<file path="src/rtl/sel_arbiter_pkg.sv">
`default_nettype none
// ============================================================================
//  Module   : sel_arbiter_pkg
//  Purpose  : Shared types and constants for the sel_arbiter block: FSM state
//             encoding, mux-select encodings and the hold-counter width.
//  Revision : 1.0  initial release
// ============================================================================
package sel_arbiter_pkg;

    // Arbiter FSM states
    typedef enum logic [1:0] {
        IDLE  = 2'd0,
        GNT_A = 2'd1,
        GNT_B = 2'd2
    } state_t;

    // Downstream 2:1 mux select encodings
    localparam logic SEL_A = 1'b0;
    localparam logic SEL_B = 1'b1;

    // Hold counter width and its saturation value
    localparam int              CNT_W   = 8;
    localparam logic [CNT_W-1:0] CNT_MAX = {CNT_W{1'b1}};

endpackage : sel_arbiter_pkg
`default_nettype wire

</file>
<file path="src/rtl/sel_arbiter.sv">
`default_nettype none
// ============================================================================
//  Module   : sel_arbiter
//  Purpose  : Two-source ownership arbiter driving the select of an existing
//             2:1 mux. Moore FSM (IDLE / GNT_A / GNT_B) with registered
//             outputs, round-robin tie break and zero-cycle handoff when the
//             owner releases while the other source is waiting.
//  Config   : SEL_ARBITER_TIMEOUT_EN - when defined, an owner that has held the
//             path for MAX_HOLD cycles is forced out if the other source is
//             requesting. When undefined, the hold counter is not built.
//  Ports    : clk      - clock, rising edge
//             rst_n    - asynchronous active-low reset
//             req_a    - source A request (level, held while ownership wanted)
//             req_b    - source B request
//             sel      - mux select, 0 = A, 1 = B; holds last value in IDLE
//             grant_a  - A owns the mux path
//             grant_b  - B owns the mux path
//             busy     - grant_a | grant_b
//  Revision : 1.0  initial release
// ============================================================================
module sel_arbiter
    import sel_arbiter_pkg::*;
#(
    parameter int MAX_HOLD = 8
) (
    input  logic clk,
    input  logic rst_n,
    input  logic req_a,
    input  logic req_b,
    output logic sel,
    output logic grant_a,
    output logic grant_b,
    output logic busy
);

    // Reject out-of-range hold limits at elaboration time
    if ((MAX_HOLD < 1) || (MAX_HOLD > 255)) begin : g_max_hold_check
        $error("sel_arbiter: MAX_HOLD must be in 1..255");
    end

    state_t r_state;
    state_t w_next_state;
    logic   r_last_served;   // SEL_A / SEL_B encoding of the last owner
    logic   w_enter_grant;
    logic   w_hold_expired;

`ifdef SEL_ARBITER_TIMEOUT_EN
    localparam logic [CNT_W-1:0] C_HOLD_LAST = CNT_W'(MAX_HOLD - 1);

    logic [CNT_W-1:0] r_hold_cnt;

    // Counter reads 0 in the first grant cycle, so reaching MAX_HOLD-1 means
    // the owner has had MAX_HOLD cycles.
    assign w_hold_expired = (r_hold_cnt == C_HOLD_LAST);

    always_ff @(posedge clk or negedge rst_n) begin
        if (!rst_n) begin
            r_hold_cnt <= '0;
        end else if (w_enter_grant) begin
            r_hold_cnt <= '0;
        end else if ((r_state != IDLE) && (r_hold_cnt != CNT_MAX)) begin
            r_hold_cnt <= r_hold_cnt + 1'b1;
        end
    end
`else
    assign w_hold_expired = 1'b0;
`endif

    // Next-state logic
    always_comb begin
        w_next_state = r_state;
        case (r_state)
            IDLE: begin
                if (req_a && req_b) begin
                    w_next_state = (r_last_served == SEL_B) ? GNT_A : GNT_B;
                end else if (req_a) begin
                    w_next_state = GNT_A;
                end else if (req_b) begin
                    w_next_state = GNT_B;
                end else begin
                    w_next_state = IDLE;
                end
            end
            GNT_A: begin
                if (!req_a) begin
                    w_next_state = req_b ? GNT_B : IDLE;
                end else if (req_b && w_hold_expired) begin
                    w_next_state = GNT_B;
                end else begin
                    w_next_state = GNT_A;
                end
            end
            GNT_B: begin
                if (!req_b) begin
                    w_next_state = req_a ? GNT_A : IDLE;
                end else if (req_a && w_hold_expired) begin
                    w_next_state = GNT_A;
                end else begin
                    w_next_state = GNT_B;
                end
            end
            default: w_next_state = IDLE;
        endcase
    end

    // Entry into a grant state, including a direct A<->B handoff
    assign w_enter_grant = (w_next_state != r_state) && (w_next_state != IDLE);

    // State and outputs registered together; outputs are decoded from the
    // next state so they line up with the state register.
    always_ff @(posedge clk or negedge rst_n) begin
        if (!rst_n) begin
            r_state       <= IDLE;
            r_last_served <= SEL_B;
            sel           <= SEL_A;
            grant_a       <= 1'b0;
            grant_b       <= 1'b0;
            busy          <= 1'b0;
        end else begin
            r_state <= w_next_state;
            grant_a <= (w_next_state == GNT_A);
            grant_b <= (w_next_state == GNT_B);
            busy    <= (w_next_state != IDLE);
            // sel is left alone in IDLE so the mux output stays stable
            if (w_next_state == GNT_A) begin
                sel <= SEL_A;
            end else if (w_next_state == GNT_B) begin
                sel <= SEL_B;
            end
            if (w_enter_grant) begin
                r_last_served <= (w_next_state == GNT_B) ? SEL_B : SEL_A;
            end
        end
    end

endmodule : sel_arbiter
`default_nettype wire
</file>
<file path="config.mk">
export PLATFORM = sky130hd
export DESIGN_NAME = sel_arbiter
export DESIGN_NICKNAME = d
export VERILOG_FILES = /design/src/rtl/sel_arbiter_pkg.sv /design/src/rtl/sel_arbiter.sv
export SDC_FILE = /design/constraint.sdc
export NUM_CORES = 1
export LEC_CHECK = 0
export ABC_AREA = 1
export CAP_MARGIN = 20
export CORE_AREA = 5 5 42 44
export DETAILED_ROUTE_END_ITERATION = 8
export DIE_AREA = 0 0 47 49
export GPL_TIMING_DRIVEN = 1
export PLACE_DENSITY_LB_ADDON = 0.3
export SYNTH_ARGS = -nofsm -noshare
export SYNTH_HDL_FRONTEND = slang
export SYNTH_SLANG_ARGS = --single-unit
</file>
<file path="constraint.sdc">
create_clock -name clk -period 1.7 [get_ports clk]
set_input_delay 0.425 -clock clk [delete_from_list [all_inputs] [get_ports clk]]
set_output_delay 0.425 -clock clk [all_outputs]
set_load 0.1 [all_outputs]
</file>
==> impl_metrics.toml, run 1 <==
[status]
run_status = "completed"

[floorplanning]
die_height_microns = 49
boundaryPins = 8
area_of_the_die_sq_mm = 0.00230
rows = 14
initial_core_util = 0.251
fp.coreArea_sq_mm = 0.00140
die_width_microns = 47

[timing]
fmax_mhz = 656
tns_ps = 0
drv_slew = 0
tightestPinTransition_ps = 307
report.final.setup_viol = 0
post-route-period-util = 0.896
final_skew_ps = 1.45
final.hold.worst_slack_ps = 432
timing.final.hold_violations = 0
unrepaired_setup_endpoints_after_global_routing = "no"
worst_case_headroom_to_the_max_slew_limit = 0.795
finalWorstPathRequiredPeriod_ps = 1520

[drt]
num_vias = 278
average_wire_per_standard_cell_microns = 8.74
routed_wirelength_microns = 594
dr.pass1.iters = 4
avgViaCountPerCell = 4.09
detail_route.iter0.violations = 7
post_route_drc_violation_count = 0
detail-route-antenna-nets = 0

[grt]
antenna_violations_before_repair = 0
grt_use_total = 0.0689
maximum_number_of_pins_on_one_net_before_global_route_repair = 8
global_route_wire_length_before_repair_microns = 1110
grt_overflow = 0
via_count_of_the_first_global_routing_pass = 271

[yosys]
yosys_warnings = 0
postSynthRegisterBits = 7
syn_inst = 38
fraction_of_the_yosys_area_taken_by_sequential_cells = 0.502
mappedNetlistNets = 45
synth.distinct_cells = 12
synth.cell_area_sq_um = 352
mapped_avg_cell_area_sq_um = 9.25

[finish]
area.growth.synth_to_final_pct = 51.6
post-route-cell-area_sq_um = 533
final_layout_size_suffix_gt1_frac = 0.327
layoutNonFillerInstCount = 68
antennaDiodeCount = 0
final_net_count = 60

[placed_design]
post-dp-hpwl_microns = 500
port-buffer-count = 7
numPlacedInstances = 64
postPlaceCellArea_sq_um = 504
place_congestion = 0.618

[cts]
clockBufferDepth = 2
cts_num_sinks = 7
insertion_delay_ps = 250
holdBufCountCts = 0
cts_max_level = 1
tritoncts = "done"
clock_tree.root_cell = "clkbuf_4"
path_clk_slew_ps = 50
ctsResizeCount = 0
cts_made_buffers = 3
post-cts-setup-buffers = 0

[pwr]
power_uw = 967
p_leak_uw = 0.000288
power-per-cell-area_mw_per_mm2 = 1810
power.ir.vdd_worst_v = 0.00108

[critical_path]
timing.critical_path.arrival_ps = 1700
criticalPathCategory = "in -> reg"
cp-end-kind = "flop"
cp_cell_sequence = "clkdlybuf4s50_1, inv_1, a21oi_1, nand2_2, ha_1, bufinv_8, nand2_1, nand2_1, nand2_1"
timing.critical_path.mode_cell = "nand2_1"
cp_max_fo = 3
timing.critical_path.required_ps = 1880
worst_path_max_delay_cell = "clkdlybuf4s50_1"
max_incr_delay_on_cp_ps = 470
critical_path.startpoint_type = "primary input"

[run]
max_cap_violations = 0

[worst_hold_path]
hp-class = "in -> async"
## logic make-up (layout without fill, tap and decap cells)
family,Yosys count,count (layout),share of synthesized area
AOI/OAI and AO/OA,2,2,0.0285
adders and majority gates,3,3,0.107
buffers and inverters,8,22,0.125
DFF,7,7,0.502
and+or+nand+nor,18,18,0.238
## flip-flops by register name (all words and copies together) (netlist names)
signal         cells
r_state            2
r_last_served      1
grant_a            1
sel                1
busy               1
grant_b            1
## power by group
group / switching (uW) / internal, uW / total, uW / leakage [uW]
Sequential: 45.4 / 227 / 272 / 0.0000825
Clock: 57.5 / 89.3 / 147 / 0.0000150
Combinational: 331 / 217 / 548 / 0.000190
Total: 434 / 533 / 967 / 0.000288
## cell usage after synthesis
| cell type | count | area [sq um] |
|---|---|---|
| a21oi_1 | 2 | 10.0 |
| bufinv_8 | 1 | 17.5 |
| dfrtp_1 | 6 | 150 |
| dfstp_2 | 1 | 26.3 |
| ha_1 | 3 | 37.5 |
| inv_1 | 6 | 22.5 |
| inv_2 | 1 | 3.75 |
| nand2_1 | 8 | 30.0 |
| nand2_2 | 3 | 18.8 |
| nand3_1 | 5 | 25.0 |
| nor2_1 | 1 | 3.75 |
| nor2_2 | 1 | 6.26 |
## final timing paths
kind | slack [ps] | to | startpoint | cells past startpoint
max in group asynchronous | 990 | r_last_served | rst_n | 1
worst max register to register | 280 | r_last_served | r_last_served | 10
worst max-delay path | 180 | r_last_served | req_b | 9
worst min-delay path | 430 | r_state[1] | rst_n | 1
worst min register to register | 460 | r_last_served | r_last_served | 2
min in group clk | 460 | r_last_served | r_last_served | 2
## layout by cell type, fill, tap and decap left out, drive strengths merged
| master | Yosys | routed |
|---|---|---|
| nor2 | 2 | 2 |
| a21oi | 2 | 2 |
| ha | 3 | 3 |
| clkdlybuf4s50 | 0 | 2 |
| dlymetal6s2s | 0 | 1 |
| buf | 0 | 7 |
| dfrtp | 6 | 6 |
| bufinv | 1 | 1 |
| inv | 7 | 7 |
| nand2 | 11 | 11 |
| nand3 | 5 | 5 |
| dfstp | 1 | 1 |
| clkbuf | 0 | 4 |
## stage by stage
step                       util  setup WS, ps
after CTS                 0.379          85.0
after floorplan               -           345
after global placement    0.360          -149
final                     0.380           176
after detailed placement  0.360          -177
after global routing      0.380          47.8
## worst max-delay path, delay by kind of cell
family                     cells  cell delay, ps
AOI/OAI and AO/OA              1             150
adders and majority gates      1             190
buffers and inverters          3             710
and+or+nand+nor                4             220
## final cells by class
type | instances | area (sq um)
multi-input combinational | 23 | 131
sequential | 7 | 176
fill | 144 | 868
timing repair buffer | 10 | 135
tap | 16 | 20.0
inverter | 8 | 43.8
clock buffer | 4 | 26.3
## per-layer routing
metal | wire length, microns | track usage | vias up | part of all wire
met5 | 0 | 0 | - | 0
met4 | 0 | 0.0276 | 0 | 0
met3 | 52 | 0.0554 | 0 | 0.088
met2 | 301 | 0.0950 | 9 | 0.51
met1 | 240 | 0.0767 | 126 | 0.40
li1 | - | - | 143 | -
Power figures use the tool's default switching activity.
==> run 2: changes to the inputs <==
--- a/config.mk
+++ b/config.mk
@@ -8,9 +8,10 @@
 export ABC_AREA = 1
 export CAP_MARGIN = 20
 export CORE_AREA = 5 5 42 44
+export CTS_CLUSTER_DIAMETER = 60
 export DETAILED_ROUTE_END_ITERATION = 8
 export DIE_AREA = 0 0 47 49
-export GPL_TIMING_DRIVEN = 1
+export GPL_TIMING_DRIVEN = 0
 export PLACE_DENSITY_LB_ADDON = 0.3
 export SYNTH_ARGS = -nofsm -noshare
 export SYNTH_HDL_FRONTEND = slang
==> run 2 against run 1 <==
Against the previous run: critical path depth down 8; sequential cell count unchanged; sequential share of layout area up 3.8 points; non-clock buffer count down 3; final cell count down 4.4%; maximum frequency down 3.3%; sequential power down 7%; critical path type is now reg -> out; largest cell class unchanged; largest power group unchanged.
==> impl_metrics.toml, run 2 (synthesized netlist as in run 1, its figures left out) <==
[status]
run_status = "completed"

[critical_path]
timing.critical_path.arrival_ps = 1150
timing.rr.start = "r_last_served"
cp_cell_sequence = "clkdlybuf4s15_2"
critical_path.startpoint_type = "flop"
max_incr_delay_on_cp_ps = 560
worst_path_dominant_cell_family = "buffers and inverters"
cp_num_buf_inv = 1
cp_max_fo = 2
criticalPathCategory = "reg -> out"
crit_start = "sel"
worst_path_max_delay_cell = "clkdlybuf4s15_2"
cp-end-kind = "primary output"
timing.critical_path.required_ps = 1270

[placed_design]
numPlacedInstances = 61
post-place-ws_ps = -221
post-dp-hpwl_microns = 455
postPlaceCellArea_sq_um = 442
place_congestion = 0.652
port-buffer-count = 7

[pwr]
power.ir.vdd_worst_v = 0.000981
p_leak_uw = 0.000255
power-per-cell-area_mw_per_mm2 = 1790

[floorplanning]
boundaryPins = 8
area_of_the_die_sq_mm = 0.00230
die_width_microns = 47
fp.coreArea_sq_mm = 0.00140
rows = 14
die_height_microns = 49
initial_core_util = 0.251

[drt]
num_vias = 271
detail_route.iter0.violations = 3
routed_wirelength_microns = 573
post_route_drc_violation_count = 0
dr.pass1.iters = 4
average_wire_per_standard_cell_microns = 8.82
avgViaCountPerCell = 4.17
detail-route-antenna-nets = 0

[timing]
final.setup.worst_slack_ps = 123
unrepaired_setup_endpoints_after_global_routing = "no"
report.final.setup_viol = 0
tightestPinTransition_ps = 546
worst_case_headroom_to_the_max_slew_limit = 0.638
finalWorstPathRequiredPeriod_ps = 1580
drv_slew = 0
post-route-period-util = 0.927
timing.final.hold_violations = 0
final.hold.worst_slack_ps = 426
final_skew_ps = 5.09
fmax_mhz = 634

[finish]
final_layout_size_suffix_gt1_frac = 0.306
registers.top_by_ff_count = "r_state"
layout_commonest_cell = "nand2_1"
antennaDiodeCount = 0
layoutNonFillerInstCount = 65
final_net_count = 57
largest_reg_flops = 2
most-common-layout-cells = "7 x nand2_1, 6 x inv_1, 6 x dfrtp_1"
finish.utilization = 0.341
post-route-cell-area_sq_um = 478
area.growth.synth_to_final_pct = 35.9

[cts]
cts_num_sinks = 7
post-cts-setup-buffers = 0
path_clk_slew_ps = 50
cts_max_level = 1
clock_tree.root_cell = "clkbuf_4"
tritoncts = "done"
cts_made_buffers = 3
insertion_delay_ps = 250
clockBufferDepth = 2

[grt]
global_route_wire_length_before_repair_microns = 1010
grt_use_total = 0.0676
antenna_violations_before_repair = 0
grt_overflow = 0
via_count_of_the_first_global_routing_pass = 244
maximum_number_of_pins_on_one_net_before_global_route_repair = 8

[worst_hold_path]
hp-class = "in -> async"

[run]
max_cap_violations = 0
run 2: final timing paths:
kind / end / cells past startpoint / slack [ps]
worst min register to register: r_last_served / 2 / 460
worst min-delay path: r_state[0] / 1 / 430
worst max register to register: r_last_served / 10 / 300
min in group clk: r_last_served / 2 / 460
worst max-delay path: sel / 1 / 120
max in group asynchronous: r_last_served / 1 / 990
run 2: timing repair:
action / 4_1_cts / 5_1_grt
setup endpoints to repair: 4 / 2
resized for setup: 12 / 2
hold buffers: 0 / 0
cloned: 0 / 0
run 2: through the flow:
step           TNS [ps]  total power, uW
6_report              0              855
5_1_grt               0              919
4_1_cts               0              863
3_5_place_dp      -1140              718
3_3_place_gp      -1100              715
2_1_floorplan         0              618
run 2: power breakdown:
part	internal, uW	switching (uW)	total (uW)
sequential	226	27.8	254
clock	89.5	59.8	149
combinational	124	328	451
total	439	415	855
run 2: final cells by class:
| cell class | count | area [sq um] |
|---|---|---|
| Clock buffer | 4 | 26.3 |
| Fill cell | 162 | 923 |
| Inverter | 8 | 43.8 |
| Multi-Input combinational cell | 23 | 134 |
| Sequential cell | 7 | 176 |
| Tap cell | 16 | 20.0 |
| Timing Repair Buffer | 7 | 77.6 |
run 2: per-layer routing:
metal  wire length (microns)  part of all wire  global-route usage  up-vias
met5                       0                 0                   0        -
met4                      10             0.017              0.0415        0
met3                      62              0.11              0.0664        2
met2                     270              0.47              0.0814       13
met1                     229              0.40              0.0726      120
li1                        -                 -                   -      136
==> run 3: changes to the inputs <==
--- a/config.mk
+++ b/config.mk
@@ -16,3 +16,4 @@
 export SYNTH_ARGS = -nofsm -noshare
 export SYNTH_HDL_FRONTEND = slang
 export SYNTH_SLANG_ARGS = --single-unit
+export TNS_END_PERCENT = 100
==> constraint.sdc (replaced) <==
create_clock -name clk -period 1.5 [get_ports clk]
set_input_delay 0.375 -clock clk [delete_from_list [all_inputs] [get_ports clk]]
set_output_delay 0.375 -clock clk [all_outputs]
set_load 0.1 [all_outputs]
==> run 3 against run 2 <==
Against the previous run: clock skew is 0.93 ps lower; power is 12% higher; final cell count is 1.5% higher; sequential share of layout area is 1.2 points higher; register-to-register slack worse by 180 ps; combinational power is 11% higher; worst setup slack worse by 14 ps; cell area is 3.1% lower; die area stayed put; clock power is 13% higher; core utilization is 1.1 points lower; global-route usage stayed put; critical path type unchanged.
==> impl_metrics.toml, run 3 (synthesized netlist as in run 1, its figures left out) <==
[finish]
layoutNonFillerInstCount = 66
final_net_count = 58
final_layout_size_suffix_gt1_frac = 0.380
antennaDiodeCount = 0
area.growth.synth_to_final_pct = 31.7
layout_commonest_cell = "nand2_1"
post-route-cell-area_sq_um = 463
registers.top_by_ff_count = "r_state"
most-common-layout-cells = "7 x nand2_1, 6 x dfrtp_1, 5 x nand3_1"
largest_reg_flops = 2

[floorplanning]
fp.coreArea_sq_mm = 0.00140
die_height_microns = 49
die_width_microns = 47
area_of_the_die_sq_mm = 0.00230
initial_core_util = 0.251
boundaryPins = 8
rows = 14

[critical_path]
cp-end-kind = "primary output"
max_incr_delay_on_cp_ps = 420
cp_cell_sequence = "buf_2"
critical_path.startpoint_type = "flop"
worst_path_max_delay_cell = "buf_2"
criticalPathCategory = "reg -> out"
cp_num_buf_inv = 1
cp_max_fo = 2
worst_path_dominant_cell_family = "buffers and inverters"
timing.critical_path.required_ps = 1120
timing.critical_path.arrival_ps = 1020

[cts]
cts_num_sinks = 7
clockBufferDepth = 2
insertion_delay_ps = 250
cts_made_buffers = 3
cts_max_level = 1
tritoncts = "done"
path_clk_slew_ps = 50
clock_tree.root_cell = "clkbuf_4"

[pwr]
power_uw = 957
power-per-cell-area_mw_per_mm2 = 2070
power.ir.vdd_worst_v = 0.00107
p_leak_uw = 0.000257

[timing]
tns_ps = 0
drv_slew = 0
tightestPinTransition_ps = 487
final.setup.worst_slack_ps = 110
final_skew_ps = 4.16
finalWorstPathRequiredPeriod_ps = 1390
post-route-period-util = 0.927
fmax_mhz = 719
report.final.setup_viol = 0
unrepaired_setup_endpoints_after_global_routing = "yes"
timing.final.hold_violations = 0
worst_case_headroom_to_the_max_slew_limit = 0.678

[placed_design]
postPlaceCellArea_sq_um = 442
place_congestion = 0.652
post-dp-hpwl_microns = 455
port-buffer-count = 7
numPlacedInstances = 61
post-place-ws_ps = -371

[drt]
num_vias = 272
detail_route.iter0.violations = 1
avgViaCountPerCell = 4.12
detail-route-antenna-nets = 0
average_wire_per_standard_cell_microns = 8.85
post_route_drc_violation_count = 0
dr.pass1.iters = 3
routed_wirelength_microns = 584

[grt]
grt_use_total = 0.0676
via_count_of_the_first_global_routing_pass = 244
maximum_number_of_pins_on_one_net_before_global_route_repair = 8
global_route_wire_length_before_repair_microns = 1010
antenna_violations_before_repair = 0
grt_overflow = 0

[worst_hold_path]
hp-class = "in -> async"

[status]
run_status = "completed"

[run]
max_cap_violations = 0
==> run 3: cell types whose count changed in the layout (fill, tap and decap cells not counted), moves of 2 or more <==
cell             delta
inv_1               -2
clkdlybuf4s15_2     -4
inv_2               +2
buf_2               +4
==> run 3: routing by layer <==
metal | wire (microns) | share of wire | track usage | vias to the layer above
li1 | - | - | - | 139
met1 | 236 | 0.40 | 0.0726 | 122
met2 | 277 | 0.47 | 0.0814 | 9
met3 | 59 | 0.10 | 0.0664 | 2
met4 | 10 | 0.017 | 0.0415 | 0
met5 | 0 | 0 | 0 | -
==> run 3: path summary, 6_finish.rpt <==
kind                       cells past startpoint     startpoint  slack [ps]            end
setup / recovery                               1            sel         110            sel
hold reg to reg                                2  r_last_served         460  r_last_served
min in group clk                               2  r_last_served         460  r_last_served
max in group asynchronous                      1          rst_n         830  r_last_served
setup reg to reg                              10  r_last_served         120  r_last_served
hold / removal                                 1          rst_n         380     r_state[0]
==> run 3: metrics by stage <==
step,utilization,hold WS [ps]
2_1_floorplan,-,79.4
3_3_place_gp,0.315,450
3_5_place_dp,0.315,458
4_1_cts,0.332,383
5_1_grt,0.330,392
6_report,0.330,377
==> run 3: cell type report <==
type	count	area [sq um]
Tap cell	16	20.0
Timing Repair Buffer	8	58.8
Clock buffer	4	26.3
Sequential cell	7	176
Multi-Input combinational cell	23	138
Fill cell	161	938
Inverter	8	43.8
==> run 3: power by group <==
part,internal [uW],switching [uW]
combinational,127,373
sequential,256,32.6
clock,101,66.9
==> run 3: what timing repair did <==
| item | 4_1_cts | 5_1_grt |
|---|---|---|
| resized for setup | 18 | 8 |
| setup endpoints to repair | 6 | 5 |
| buffers inserted | 0 | 1 |
| pin swaps | 0 | 2 |
| hold buffers | 0 | 0 |
